==> config.mk <==
export PLATFORM = sky130hd
export DESIGN_NAME = calc_sequencer_flat
export DESIGN_NICKNAME = d
export VERILOG_FILES = /design/src/rtl/calc_sequencer_pkg.sv /design/src/rtl/calc_sequencer_if.sv /design/src/rtl/calc_seq_watchdog.sv /design/src/rtl/calc_sequencer.sv /design/src/flat_wrapper.sv
export SDC_FILE = /design/constraint.sdc
export NUM_CORES = 1
export LEC_CHECK = 0
export CORE_ASPECT_RATIO = 0.75
export CORE_MARGIN = 10
export CORE_UTILIZATION = 40
export DETAILED_ROUTE_END_ITERATION = 10
export PLACE_DENSITY = 0.85
export SYNTH_ARGS = -nofsm -noshare
export SYNTH_HDL_FRONTEND = slang
export SYNTH_HIERARCHICAL = 1
export SYNTH_SLANG_ARGS = --single-unit
export TNS_END_PERCENT = 50
==> constraint.sdc <==
create_clock -name clk -period 1.8 [get_ports clk]
set_clock_uncertainty 0.1 [all_clocks]
set_input_delay 0.36 -clock clk [delete_from_list [all_inputs] [get_ports clk]]
set_output_delay 0.36 -clock clk [all_outputs]
set_load 0.02 [all_outputs]
==> src/rtl/calc_sequencer_pkg.sv <==
// Shared types for the calc_sequencer slice: queue opcodes, error codes and FSM states.
package calc_pkg;

    localparam int ALU_OP_W = 3;

    typedef enum logic [1:0] {
        Q_PUSH = 2'b00,
        Q_NOP  = 2'b01,
        Q_POP  = 2'b10,
        Q_POP2 = 2'b11
    } q_op_t;

    typedef enum logic [1:0] {
        ERR_NONE      = 2'b00,
        ERR_OVERFLOW  = 2'b01,
        ERR_UNDERFLOW = 2'b10,
        ERR_TIMEOUT   = 2'b11
    } err_t;

    typedef enum logic [2:0] {
        S_IDLE,
        S_PUSH,
        S_FETCH,
        S_WAIT_ALU,
        S_WRITE
    } state_t;

endpackage

==> src/rtl/calc_sequencer_if.sv <==
// Command handshake between an upstream command source (master) and the sequencer (slave).
interface calc_sequencer_if #(parameter int W = 8);
    import calc_pkg::*;

    logic                cmd_valid;
    logic                cmd_ready;
    logic                cmd_is_op;
    logic [W-1:0]        cmd_data;
    logic [ALU_OP_W-1:0] cmd_alu_op;

    modport master (
        output cmd_valid, cmd_is_op, cmd_data, cmd_alu_op,
        input  cmd_ready
    );

    modport slave (
        input  cmd_valid, cmd_is_op, cmd_data, cmd_alu_op,
        output cmd_ready
    );

endinterface

==> src/rtl/calc_seq_watchdog.sv <==
// Down-counter that flags expire once TIMEOUT cycles have elapsed after start,
// until clear disarms it.
module calc_seq_watchdog #(
    parameter int TIMEOUT = 16
) (
    input  logic clk,
    input  logic rst,
    input  logic start,
    input  logic clear,
    output logic expire
);

    localparam int CW = $clog2(TIMEOUT + 1);

    logic [CW-1:0] remaining;
    logic          armed;

    // start is seen one cycle before the wait begins, so load TIMEOUT-1
    always_ff @(posedge clk or negedge rst) begin
        if (!rst) begin
            remaining <= '0;
            armed     <= 1'b0;
        end else if (clear) begin
            armed     <= 1'b0;
        end else if (start) begin
            remaining <= CW'(TIMEOUT - 1);
            armed     <= 1'b1;
        end else if (armed && remaining != '0) begin
            remaining <= remaining - CW'(1);
        end
    end

    assign expire = armed && (remaining == '0);

endmodule

==> src/rtl/calc_sequencer.sv <==
// Command sequencer in front of a queue and ALU: pushes literals, pops two operands
// per OP and writes the ALU result back. Optional ALU watchdog: CALC_SEQ_TIMEOUT_EN.
module calc_sequencer
    import calc_pkg::*;
#(
    parameter int W       = 8,
    parameter int DEPTH   = 8,
    parameter int TIMEOUT = 16
) (
    input  logic                clk,
    input  logic                rst,
    calc_sequencer_if.slave     cmd,
    output logic                q_strobe,
    output logic [1:0]          q_opcode,
    output logic [W-1:0]        q_back,
    input  logic [2*W-1:0]      q_top_conc,
    output logic [2*W-1:0]      alu_operands,
    output logic [ALU_OP_W-1:0] alu_opcode,
    output logic                alu_start,
    input  logic [W-1:0]        alu_result,
    input  logic                alu_sync,
    output logic                res_valid,
    output logic [W-1:0]        res_data,
    output logic [3:0]          count,
    output logic [1:0]          err,
    input  logic                err_clr
);

    localparam logic [3:0] FULL = 4'(DEPTH);

    state_t state;
    logic   timed_out;

    if (TIMEOUT < 1) begin : g_bad_timeout
        $error("calc_sequencer: TIMEOUT must be at least 1");
    end

`ifdef CALC_SEQ_TIMEOUT_EN
    calc_seq_watchdog #(.TIMEOUT(TIMEOUT)) u_watchdog (
        .clk    (clk),
        .rst    (rst),
        .start  (state == S_FETCH),
        .clear  (state == S_IDLE),
        .expire (timed_out)
    );
`else
    assign timed_out = 1'b0;
`endif

    // Strobes default low every cycle; a later err assignment overrides err_clr
    always_ff @(posedge clk or negedge rst) begin
        if (!rst) begin
            state         <= S_IDLE;
            cmd.cmd_ready <= 1'b0;
            q_strobe      <= 1'b0;
            q_opcode      <= Q_NOP;
            q_back        <= '0;
            alu_operands  <= '0;
            alu_opcode    <= '0;
            alu_start     <= 1'b0;
            res_valid     <= 1'b0;
            res_data      <= '0;
            count         <= '0;
            err           <= ERR_NONE;
        end else begin
            q_strobe  <= 1'b0;
            q_opcode  <= Q_NOP;
            alu_start <= 1'b0;
            res_valid <= 1'b0;
            if (err_clr) err <= ERR_NONE;

            case (state)
                S_IDLE: begin
                    cmd.cmd_ready <= 1'b1;
                    if (cmd.cmd_valid && cmd.cmd_ready) begin
                        if (!cmd.cmd_is_op) begin
                            if (count == FULL) begin
                                err <= ERR_OVERFLOW;
                            end else begin
                                q_back        <= cmd.cmd_data;
                                q_opcode      <= Q_PUSH;
                                q_strobe      <= 1'b1;
                                count         <= count + 4'd1;
                                cmd.cmd_ready <= 1'b0;
                                state         <= S_PUSH;
                            end
                        end else if (count < 4'd2) begin
                            err <= ERR_UNDERFLOW;
                        end else begin
                            alu_operands  <= q_top_conc;
                            alu_opcode    <= cmd.cmd_alu_op;
                            alu_start     <= 1'b1;
                            q_opcode      <= Q_POP2;
                            q_strobe      <= 1'b1;
                            count         <= count - 4'd2;
                            cmd.cmd_ready <= 1'b0;
                            state         <= S_FETCH;
                        end
                    end
                end
                S_PUSH: begin
                    cmd.cmd_ready <= 1'b1;
                    state         <= S_IDLE;
                end
                S_FETCH: begin
                    state <= S_WAIT_ALU;
                end
                S_WAIT_ALU: begin
                    if (alu_sync) begin
                        res_data  <= alu_result;
                        q_back    <= alu_result;
                        q_opcode  <= Q_PUSH;
                        q_strobe  <= 1'b1;
                        res_valid <= 1'b1;
                        count     <= count + 4'd1;
                        state     <= S_WRITE;
                    end else if (timed_out) begin
                        err           <= ERR_TIMEOUT;
                        cmd.cmd_ready <= 1'b1;
                        state         <= S_IDLE;
                    end
                end
                S_WRITE: begin
                    cmd.cmd_ready <= 1'b1;
                    state         <= S_IDLE;
                end
                default: begin
                    cmd.cmd_ready <= 1'b0;
                    state         <= S_IDLE;
                end
            endcase
        end
    end

endmodule

==> src/flat_wrapper.sv <==
// flat-port wrapper written by rule: the top's interface ports become plain ports
module calc_sequencer_flat import calc_pkg::*;
#(
    parameter int W       = 8,
    parameter int DEPTH   = 8,
    parameter int TIMEOUT = 16
)
  (clk, rst, q_strobe, q_opcode, q_back, q_top_conc, alu_operands, alu_opcode, alu_start, alu_result, alu_sync, res_valid, res_data, count, err, err_clr, cmd_cmd_valid, cmd_cmd_is_op, cmd_cmd_data, cmd_cmd_alu_op, cmd_cmd_ready);
  calc_sequencer_if #(.W(W)) cmd_i ();
  input  logic clk;
  input  logic rst;
  output logic q_strobe;
  output logic [1:0] q_opcode;
  output logic [W-1:0] q_back;
  input  logic [2*W-1:0] q_top_conc;
  output logic [2*W-1:0] alu_operands;
  output logic [ALU_OP_W-1:0] alu_opcode;
  output logic alu_start;
  input  logic [W-1:0] alu_result;
  input  logic alu_sync;
  output logic res_valid;
  output logic [W-1:0] res_data;
  output logic [3:0] count;
  output logic [1:0] err;
  input  logic err_clr;
  input wire logic [$bits(cmd_i.cmd_valid)-1:0] cmd_cmd_valid;
  input wire logic [$bits(cmd_i.cmd_is_op)-1:0] cmd_cmd_is_op;
  input wire logic [$bits(cmd_i.cmd_data)-1:0] cmd_cmd_data;
  input wire logic [$bits(cmd_i.cmd_alu_op)-1:0] cmd_cmd_alu_op;
  output wire logic [$bits(cmd_i.cmd_ready)-1:0] cmd_cmd_ready;
  assign cmd_i.cmd_valid = cmd_cmd_valid;
  assign cmd_i.cmd_is_op = cmd_cmd_is_op;
  assign cmd_i.cmd_data = cmd_cmd_data;
  assign cmd_i.cmd_alu_op = cmd_cmd_alu_op;
  assign cmd_cmd_ready = cmd_i.cmd_ready;
  calc_sequencer #(.W(W), .DEPTH(DEPTH), .TIMEOUT(TIMEOUT)) u_core (.clk(clk), .rst(rst), .cmd(cmd_i), .q_strobe(q_strobe), .q_opcode(q_opcode), .q_back(q_back), .q_top_conc(q_top_conc), .alu_operands(alu_operands), .alu_opcode(alu_opcode), .alu_start(alu_start), .alu_result(alu_result), .alu_sync(alu_sync), .res_valid(res_valid), .res_data(res_data), .count(count), .err(err), .err_clr(err_clr));
endmodule
==> results.cfg, run 1 <==
[power]
p_clk_share_pct = 10.4
p_int_mw = 3.85
p_sw_mw = 2.40
power_switching_share_pct = 38.4
power_frac_seq_pct = 31.2
combPwrFrac_pct = 58.4
power_per_cell_area_nw_per_um2 = 1730
leakage_nw = 1.71
ir_drop_mv = 0.947

[layout]
layout-drive-gt1-share_pct = 29.6
layout_common_cells = clkdlybuf4s50_1 (72), dfrtp_1 (45), nand2_1 (29)
final_cell_count_no_fill = 376
antennaDiodeCount = 0
num-fill-cells = 432
multi_input_area_um2 = 1010
final_util_pct = 66.1
final_area_um2 = 3620
final_common_cell = clkdlybuf4s50_1
syn_to_final_growth_pct = 56.4
regArea_um2 = 1260
fin_nets = 345

[global_routing]
antenna_found_initial = 0
grt_util_all_layers_pct = 12.9
grt_pass1_vias = 1887
grt_pass1_wl_um = 9790
grt_max_degree = 51
overflow = 0

[route]
viasPerCell = 4.81
via_count = 1807
wire_per_inst_um = 16.1
dr.first_iter.drc_count = 44
ant_nets = 0
drt_wl_total_um = 6070
drc = 0
first_pass_iters = 4

[sta]
maxSlewViolCount = 0
setup_viol_count_final = 0
slew_headroom_pct = 70.0
min_period_ns = 1.78
hold_ws_ns = 0.385
rsz0062_at_grt = yes
worst-slew-pin-transition_ns = 0.450
finalCritPeriodShare_pct = 98.6
fmax_mhz = 563
tns_ns = 0
hold_violations = 0

[clock_network]
cts_tree = done
cts_max_path_buffers = 2
root_buffer = clkbuf_8
cts_buffers = 5
path_clk_slew_ns = 0.09
clock_latency_ns = 0.30
htreeDepth = 2
clkSinkCount = 50

[synthesis]
netlist_instances = 188
synth-edff-count = 0
yosys_register_bits = 50
synthArstFlopShare_pct = 100
synth_flop_cell = dfrtp_1
avgSynthCellArea_um2 = 12.3
ys_warn_count = 6
ys_types = 37
syn_nets = 233
synthesis.area_um2 = 2310
ys_seq_area_share_pct = 54.2

[floorplan]
ios = 88
core_area_um2 = 5470
rows = 23
die_w_um = 108
start_util_pct = 42.3
dieHeight_um = 85.8
design.die.area_um2 = 9250

[placement]
gp_congestion = 0.851
dp_cells = 365
portBuffers = 87
dp_hpwl_um = 4640
dpl_cell_area_um2 = 3420

[worst_setup_path]
cpPeakStageDelay_ns = 0.49
worst-setup-path-type = in2reg
cp_max_fo = 10
crit_slowest_cell = clkdlybuf4s50_1
cp-end-kind = flip-flop
critPathRequiredTime_ns = 1.89
start_kind = input pin
critPathArrivalTime_ns = 1.87
critPathBufInv = 2
path_delay_family = buffers and inverters
path_cells = clkdlybuf4s50_1 > inv_1 > a311oi_2 > nand2_4 > mux2_4

[flow_run]
maxCapViolations = 0

[worst_hold_path]
hold_path.class = reg2reg

[run_status]
status = complete, no violations
[layout make-up]
class                      count  share of cell area (%)
inverter                       9                   0.934
sequential                    50                    34.8
multi-input combinational    120                    28.0
clock inverter                 2                   0.381
tap                           75                    2.60
timing repair buffer         114                    31.3
clock buffer                   6                    2.01
[timing repair]
action                                  in CTS  in global routing
hold buffers                                 1                  0
endpoints found under the setup margin      13                 40
buffers inserted                             0                  1
resized for setup                            7                 18
cloned                                       0                  1
hold endpoints to repair                    49                  0
pin swaps                                    1                  1
[worst paths after layout]
kind                       depth (start not counted)  slack (ns)                            from                               end
max                                                5        0.02                        alu_sync      u_core/q_back[2]$_DFFE_PN0P_
min                                                2        0.39  u_core/res_data[1]$_DFFE_PN0P_    u_core/res_data[1]$_DFFE_PN0P_
max reg2reg                                        5        0.03     u_core/count[1]$_DFFE_PN0P_  u_core/alu_opcode[0]$_DFFE_PN0P_
min reg2reg                                        2        0.39  u_core/res_data[1]$_DFFE_PN0P_    u_core/res_data[1]$_DFFE_PN0P_
max in group asynchronous                          3        0.84                             rst      u_core/q_opcode[0]$_DFF_PN1_
min in group asynchronous                          3        0.47                             rst       u_core/state[1]$_DFFE_PN0P_
[cells by family after synthesis]
logic type	after synthesis	share of synthesized area, %
compound gates	24	7.85
simple gates	52	11.1
buf+inv	18	4.33
flops	50	54.2
xor+xnor	3	1.14
mux	37	19.2
fa+ha+maj	4	2.16
[sequential cells by signal (all words and copies together) (netlist names)]
signal	count
u_core/alu_opcode	3
u_core/alu_operands	16
u_core/alu_start	1
u_core/cmd.cmd_ready	1
u_core/count	4
u_core/err	2
u_core/q_back	8
u_core/q_opcode	2
u_core/q_strobe	1
u_core/res_data	8
u_core/res_valid	1
u_core/state	3
[through the flow]
stage / power, mW / setup WS (ns)
after floorplan: 3.93 / -0.0205
after global placement: 5.45 / -0.264
after detailed placement: 5.55 / -0.327
after CTS: 6.20 / 0.0135
after global routing: 6.66 / -0.0273
final: 6.25 / 0.0247
[synthesized netlist by cell type, drive strengths merged, types with 3 or more instances]
cell | n | share of area (%)
a211oi | 5 | 1.6
a21oi | 5 | 1.1
buf | 8 | 2.7
dfrtp | 49 | 53
ha | 4 | 2.2
inv | 9 | 1.5
mux2 | 35 | 18
nand2 | 31 | 5.4
nand3 | 3 | 0.87
nand3b | 3 | 0.97
nor2 | 4 | 0.65
nor2b | 3 | 0.81
nor3 | 3 | 0.65
o21ai | 4 | 0.87
xnor2 | 3 | 1.1
[per-layer routing]
metal  track usage [%]  wire (µm)
met1              16.2       2620
met2              19.3       2740
met3              6.73        679
met4              2.54         35
met5                 0          0
[power groups by stage]
| stage | sequential [mW] | combinational, mW | clock, mW |
|---|---|---|---|
| after floorplan | 2.55 | 1.38 | 0 |
| after global placement | 1.94 | 3.50 | 0 |
| after detailed placement | 1.97 | 3.59 | 0 |
| after CTS | 1.95 | 3.57 | 0.681 |
| after global routing | 2.02 | 3.91 | 0.731 |
| final | 1.95 | 3.65 | 0.653 |
[worst register-to-register path, delay by kind of cell (launching register included)]
kind / cells / cell delay, ns
and+or+nand+nor: 2 / 0.49
DFF: 1 / 0.43
buffers and inverters: 2 / 0.31
muxes: 1 / 0.33
Note: power is estimated with default switching activity, not from simulation.
==> inputs of run 2 (changes only) <==
- ABC_AREA: unset -> 1
==> run 2 against run 1 <==
Against the previous run: register-to-register slack improved by 0.13 ns; maximum frequency increased by 1.5%; non-clock buffer count decreased by 19; count of clock-buffer cells in the layout is 1 higher; clock power up 11%; design area fell by 6.3%; core utilization is 4.1 points lower; highest routed layer unchanged.
==> results.cfg, run 2 <==
[run_status]
status = complete, no violations

[layout]
multi_input_area_um2 = 898
largest_register_ffs = 16
layout-drive-gt1-share_pct = 12.1
layout_common_cells = nand2_1 (116), clkdlybuf4s50_1 (75), dfrtp_1 (48)
syn_to_final_growth_pct = 46.9
reg_top3 = u_core/alu_operands (16), u_core/q_back (8), u_core/res_data (8)
regArea_um2 = 1250
final_area_um2 = 3390
fin_nets = 409
final_cell_count_no_fill = 440
final_common_cell = nand2_1
antennaDiodeCount = 0
num-fill-cells = 456
regMostFlops = u_core/alu_operands

[sta]
tns_ns = 0
fin_ws_ns = 0.0508
hold_violations = 0
finalCritPeriodShare_pct = 97.2
setup_viol_count_final = 0
rsz0062_at_grt = no
min_period_ns = 1.75
worst-slew-pin-transition_ns = 0.335
maxSlewViolCount = 0
fmax_mhz = 572
slew_headroom_pct = 77.7

[synthesis]
avgSynthCellArea_um2 = 8.58
ys_types = 24
synth_top_cells_by_count = nand2_1 (116), dfrtp_1 (49), inv_1 (23), o21ai_0 (12)
yosysTopAreaCell = dfrtp_1
ys_warn_count = 6
synth_flop_cell = dfrtp_1
ys_seq_area_share_pct = 54.3
post-synth-top-count-cell = nand2_1
synth_top_area_share_pct = 53.1
synthArstFlopShare_pct = 100
yosys_register_bits = 50
netlist_instances = 269
synthesis.area_um2 = 2310
syn_nets = 314
synthTopCellsByArea = dfrtp_1 (53%), nand2_1 (19%), inv_1 (3.7%)
synth-edff-count = 0

[floorplan]
rows = 23
start_util_pct = 42.2
ios = 88
dieHeight_um = 85.8
design.die.area_um2 = 9240
die_w_um = 108
core_area_um2 = 5470

[clock_network]
cts_max_path_buffers = 2
path_clk_slew_ns = 0.09
clkSinkCount = 50
post-cts-setup-buffers = 0
htreeDepth = 2
cts_buffers = 5
clock_latency_ns = 0.30
cts_tree = done
root_buffer = clkbuf_8

[route]
drc = 0
ant_nets = 0
wire_per_inst_um = 14.0
drt_wl_total_um = 6150
first_pass_iters = 5
viasPerCell = 4.69
dr.first_iter.drc_count = 71
via_count = 2063

[worst_setup_path]
start_kind = flip-flop
cpPeakStageDelay_ns = 0.62
critPathRequiredTime_ns = 1.34
ff2ff_path_depth = 7
cp_max_fo = 2
cp-startpoint = u_core/res_data[7]$_DFFE_PN0P_
critPathBufInv = 1
critPathArrivalTime_ns = 1.29
cp-end-kind = primary output
worstReg2RegStart = u_core/state[0]$_DFFE_PN0P_
path_cells = clkdlybuf4s50_1
reg2reg_to = u_core/alu_operands[1]$_DFFE_PN0P_
crit_slowest_cell = clkdlybuf4s50_1
path_delay_family = buffers and inverters
reg2reg_setup_slack_ns = 0.16
worst-setup-path-type = reg2out

[placement]
post-place-ws_ns = 0.00245
dpl_cell_area_um2 = 3260
dp_cells = 431
dp_hpwl_um = 4880
gp_congestion = 0.856
portBuffers = 87

[worst_hold_path]
min_path_cells = 2
whs_endpoint = u_core/alu_operands[8]$_DFFE_PN0P_
hold_path.class = reg2reg
hold_start = u_core/alu_operands[8]$_DFFE_PN0P_

[global_routing]
grt_pass1_wl_um = 10200
grt_max_degree = 26
grt_util_all_layers_pct = 13.5
grt_pass1_vias = 2024
antenna_found_initial = 0
overflow = 0

[power]
leakage_nw = 1.74
ir_drop_mv = 0.742
p_total_mw = 5.62
power_per_cell_area_nw_per_um2 = 1660

[flow_run]
maxCapViolations = 0
run 2: changes by cell type after synthesis, moves of 8 or more:
cell and change:
nand3_1 +8, o21ai_0 +8, mux2_2 -27, o21ai_1 +10, o21ai_2 +8, nand2_1 +86, mux2_4 -8, inv_1 +14
run 2: stage by stage:
step                      hold WS [ns]  util, %
after global placement           0.270     59.7
final                            0.387     62.0
after global routing             0.402     62.0
after CTS                        0.389     61.7
after floorplan                -0.0356        -
after detailed placement         0.283     59.7
run 2: kinds of logic after synthesis:
| logic type | Yosys count | synth area share [%] |
|---|---|---|
| AO/OA/AOI/OAI | 32 | 8.35 |
| XOR/XNOR | 1 | 0.380 |
| adder cells (fa/ha/maj) | 4 | 2.17 |
| buffers and inverters | 34 | 6.78 |
| flip-flops | 50 | 54.3 |
| AND/OR/NAND/NOR | 148 | 28.0 |
run 2: how the worst max path moves through the flow:
stage | end | slack, ns | depth (start not counted)
final | res_data[7] | 0.05 | 1
after CTS | res_data[5] | 0.02 | 1
after global placement | u_core/q_back[4]$_DFFE_PN0P_ | 0.03 | 8
after floorplan | u_core/count[0]$_DFFE_PN0P_ | 0.15 | 9
after global routing | alu_operands[8] | 0.001 | 1
after detailed placement | u_core/q_back[7]$_DFFE_PN0P_ | 0.002 | 8
run 2: layer usage:
layer | vias to the layer above | global-route usage, % | share of wire (%)
met1 | 955 | 17.7 | 46
met2 | 81 | 20.9 | 43
met3 | 7 | 4.71 | 9.5
li1 | 1020 | - | -
met4 | 0 | 2.78 | 0.88
met5 | - | 0 | 0
run 2: what timing repair did:
item / in CTS / in global routing
setup endpoints to repair: 5 / 12
endpoints found under the hold margin: 49 / 0
hold buffers: 1 / 0
gates resized for setup: 5 / 7
pin swaps: 0 / 0
run 2: area by class of cell:
cell class | count | area share [%]
sequential | 50 | 37.0
clock inverter | 1 | 0.258
timing repair buffer | 95 | 27.6
clock buffer | 7 | 2.84
multi-input combinational | 185 | 26.5
tap | 75 | 2.77
inverter | 27 | 2.99
run 2: where the power goes:
group	internal, mW	total [mW]	switching, mW	leakage [nW]
clock	0.353	0.723	0.370	0.0544
combinational	1.29	2.97	1.68	1.06
sequential	1.61	1.93	0.319	0.630
